$ cat src/rtl/serializer.sv
// Parallel-to-serial shifter for the UART TX path, LSB first by default.
// Define SER_MSB_FIRST_EN to send the MSB first instead.
module serializer #(
  parameter int DATA_WIDTH = 8
) (
  input  logic                  clk,
  input  logic                  rst,
  input  logic [DATA_WIDTH-1:0] P_DATA,
  input  logic                  ser_en,
  output logic                  ser_data,
  output logic                  ser_done,
  output logic                  busy
);

  localparam int CW = $clog2(DATA_WIDTH);
  localparam logic [CW-1:0] LAST = CW'(DATA_WIDTH - 1);

  typedef enum logic [1:0] {
    IDLE,
    SHIFT,
    DONE
  } state_t;

  state_t                state;
  logic [DATA_WIDTH-1:0] sreg;
  logic [CW-1:0]         cnt;
  logic                  ser_en_q;
  logic                  start;

  assign start = ser_en & ~ser_en_q;

  always_ff @(posedge clk) begin
    if (rst) begin
      state    <= IDLE;
      sreg     <= '0;
      cnt      <= '0;
      ser_en_q <= 1'b0;
      ser_data <= 1'b0;
      ser_done <= 1'b0;
      busy     <= 1'b0;
    end else begin
      ser_en_q <= ser_en;
      unique case (state)
        IDLE: begin
          ser_done <= 1'b0;
          if (start) begin
            sreg  <= P_DATA;
            cnt   <= '0;
            busy  <= 1'b1;
            state <= SHIFT;
`ifdef SER_MSB_FIRST_EN
            ser_data <= P_DATA[DATA_WIDTH-1];
`else
            ser_data <= P_DATA[0];
`endif
          end else begin
            ser_data <= 1'b0;
            busy     <= 1'b0;
          end
        end
        SHIFT: begin
          if (!ser_en) begin
            // abort: drop the frame without a done pulse
            ser_data <= 1'b0;
            busy     <= 1'b0;
            state    <= IDLE;
          end else if (cnt != LAST) begin
            cnt <= cnt + 1'b1;
`ifdef SER_MSB_FIRST_EN
            sreg     <= sreg << 1;
            ser_data <= sreg[DATA_WIDTH-2];
`else
            sreg     <= sreg >> 1;
            ser_data <= sreg[1];
`endif
          end else begin
            ser_data <= 1'b0;
            busy     <= 1'b0;
            ser_done <= 1'b1;
            state    <= DONE;
          end
        end
        DONE: begin
          ser_done <= 1'b0;
          ser_data <= 1'b0;
          busy     <= 1'b0;
          state    <= IDLE;
        end
        default: begin
          state    <= IDLE;
          ser_data <= 1'b0;
          ser_done <= 1'b0;
          busy     <= 1'b0;
        end
      endcase
    end
  end

endmodule

$ cat config.mk
export PLATFORM = sky130hd
export DESIGN_NAME = serializer
export DESIGN_NICKNAME = d
export VERILOG_FILES = /design/src/rtl/serializer.sv
export SDC_FILE = /design/constraint.sdc
export NUM_CORES = 1
export LEC_CHECK = 0
export ABC_CLOCK_PERIOD_IN_PS = 1900
export CAP_MARGIN = 20
export CORE_MARGIN = 3
export CORE_UTILIZATION = 42
export DETAILED_ROUTE_END_ITERATION = 8
export GPL_TIMING_DRIVEN = 0
export PLACE_DENSITY = 0.77
export SKIP_CTS_REPAIR_TIMING = 1
export SYNTH_ARGS = -nofsm -noshare
export SYNTH_HDL_FRONTEND = slang
export SYNTH_SLANG_ARGS = --single-unit
$ cat constraint.sdc
create_clock -name clk -period 1.9 [get_ports clk]
set_clock_uncertainty 0.2 [all_clocks]
set_input_delay 0.285 -clock clk [delete_from_list [all_inputs] [get_ports clk]]
set_output_delay 0.285 -clock clk [all_outputs]
set_load 0.1 [all_outputs]
==> out/results.ini <==
[detailed_routing]
viasPerCell = 5.49
wl_per_cell_um = 13.4
drt-initial-drc-count = 7
ant_nets = 0
drt_wl_total_um = 1260
vias = 516
first_pass_iters = 4
drc = 0

[power]
swShare = 0.247
comb_power_share = 0.144
ir_drop_mv = 0.448
p_int_uw = 466
clkPwrFrac = 0.277
p_seq_frac = 0.579
powerDensity_nw_per_um2 = 713
power_uw = 620
leakagePower_nw = 0.402
switchingPower_uw = 153

[setup_path]
arrival_ns = 1.87
crit_path_end_kind = register
r2r_cells = 6
critPathMaxFanout = 8
cp-start-kind = register
crit_type = reg -> reg
critPathRequiredTime_ns = 1.92

[flow_run]
drv_cap = 0

[timing]
period_minus_slack_ns = 1.85
worst_slew_pin_slew_ns = 0.983
slew_violations = 0
setup-violations-final = 0
setup_ws_ns = 0.0469
period_share = 0.975
fmax_mhz = 540
hold_viol = 0
slew-limit-headroom = 0.344
rsz0062_at_grt = true

[synthesis]
syn_nets = 77
synthArstFlopShare = 0
synth_top_area_share = 0.481
yosysSeqAreaShare = 0.481
yosysMostFrequentCell = dfxtp_1
yosys_register_bits = 16
netlist_top_cells_count = 16 x dfxtp_1, 7 x a21oi_1, 7 x mux2i_1
synth_area_per_cell_um2 = 10.4
synth_flop_cell = dfxtp_1
yosys.cell_types.count = 22
yosys.area.top_type = dfxtp_1
synth_warnings = 0
synth_edf_count = 0
syn_area_um2 = 666
synth.area.top_cells = dfxtp_1 48%, mux2i_1 11%, o2bb2ai_1 7.9%, a21oi_1 5.3%, ha_1 3.8%
syn_inst = 64

[floorplan]
start_util = 0.476
die_y_um = 45.8
die_width_um = 45.8
dieArea_um2 = 2100
io_pins = 14
core-area_um2 = 1400
rows = 13

[clock_tree]
ctsHtreeMaxLevel = 1
cts_buffer_depth = 2
cts_tree = done
clkTransAtPathRegs_ns = 0.09
insertion_delay_ns = 0.28
cts_root_buf = clkbuf_4
numCtsBuffers = 3
cts_num_sinks = 16

[final_layout]
syn_to_final_growth_pct = 30.6
final_nets = 94
diodes = 0
final_layout_size_suffix_gt1_frac = 0.152
instances_no_fill = 94
postLayoutCoreUtil = 0.622

[place]
dp_slack_ns = -0.0420
place_inst = 91
port-buffer-count = 12
place.gp.congestion = 0.695
hpwl_um = 921

[global_routing]
grt_use_total = 0.135
grt_pass1_wl_um = 2030
antenna_found_initial = 0
overflow = 0
grt_max_degree = 10
grt_pass1_vias = 493

[hold_path]
worstHoldPathCells = 2
hold_path_class = in -> reg

[outcome]
status = completed

-- metal layers --
metal,vias up,share of wire,track usage
li1,270,-,-
met1,232,0.49,0.166
met2,12,0.45,0.220
met3,2,0.037,0.0237
met4,0,0.015,0.0739
met5,-,0,0
-- final timing paths --
kind	startpoint	endpoint	slack [ns]
max	cnt[0]$_SDFFE_PP0P_	sreg[5]$_SDFFE_PP0P_	0.05
min	rst	sreg[7]$_SDFFE_PP0P_	0.17
max reg2reg	cnt[0]$_SDFFE_PP0P_	sreg[5]$_SDFFE_PP0P_	0.05
min reg2reg	sreg[4]$_SDFFE_PP0P_	sreg[4]$_SDFFE_PP0P_	0.27
-- final cells by class --
class	instances	area (µm²)
plain buffers	3	20.0
multi-input cells	44	355
fillers	117	529
inverters	1	3.75
flip-flops and latches	16	322
repair buffers	12	128
well taps	15	18.8
clock buffers	3	22.5
-- flip-flops by register name, summed over array words and instances, names as in the netlist --
name      count
state         2
sreg          7
busy          1
ser_en_q      1
cnt           3
ser_done      1
ser_data      1
-- cell usage in the layout, fill, tap and decap left out, types with 3 or more instances in the layout --
master           netlist  layout
mux2i_1                7       7
clkdlybuf4s50_1        0       9
dfxtp_1               16      15
clkbuf_4               0       3
nor2b_1                3       3
o21ai_0                4       4
a21oi_1                7       7
dlymetal6s2s_1         0       3
o2bb2ai_2              0       3
o2bb2ai_1              6       3
-- worst max-delay path, stage by stage, from the launching register on --
cell and delay [ns]:
dfxtp_2 0.33, ha_2 0.19, ha_4 0.17, mux2_4 0.28, or3_1 0.32, buf_6 0.15, o2bb2ai_1 0.14
-- power groups by stage --
| stage | clock [mW] | sequential [mW] | combinational (mW) |
|---|---|---|---|
| 3_3_place_gp | 0 | 0.365 | 0.0841 |
| 4_1_cts | 0.181 | 0.358 | 0.0856 |
| 3_5_place_dp | 0 | 0.365 | 0.0855 |
| 5_1_grt | 0.190 | 0.360 | 0.0961 |
| 2_1_floorplan | 0 | 0.376 | 0.0423 |
| 6_report | 0.172 | 0.359 | 0.0891 |
-- kinds of logic (layout without fill, tap and decap cells) --
group | Yosys count | in the layout | synth area share
DFF | 16 | 16 | 0.481
adders and majority gates | 2 | 2 | 0.0376
buffers and inverters | 4 | 19 | 0.0357
AOI/OAI and AO/OA | 17 | 17 | 0.162
muxes | 8 | 8 | 0.128
and+or+nand+nor | 17 | 17 | 0.156
-- metrics by stage --
step                hold WS [ns]  setup TNS, ns  instance area [µm²]
detailed placement         0.246         -0.185                  805
global route               0.190        -0.0113                  870
floorplan                  0.221              0                  666
CTS                        0.163          -1.25                  827
finish                     0.168              0                  870
global placement           0.247        -0.0644                  805
No activity file was read; power rests on OpenSTA's default activity.
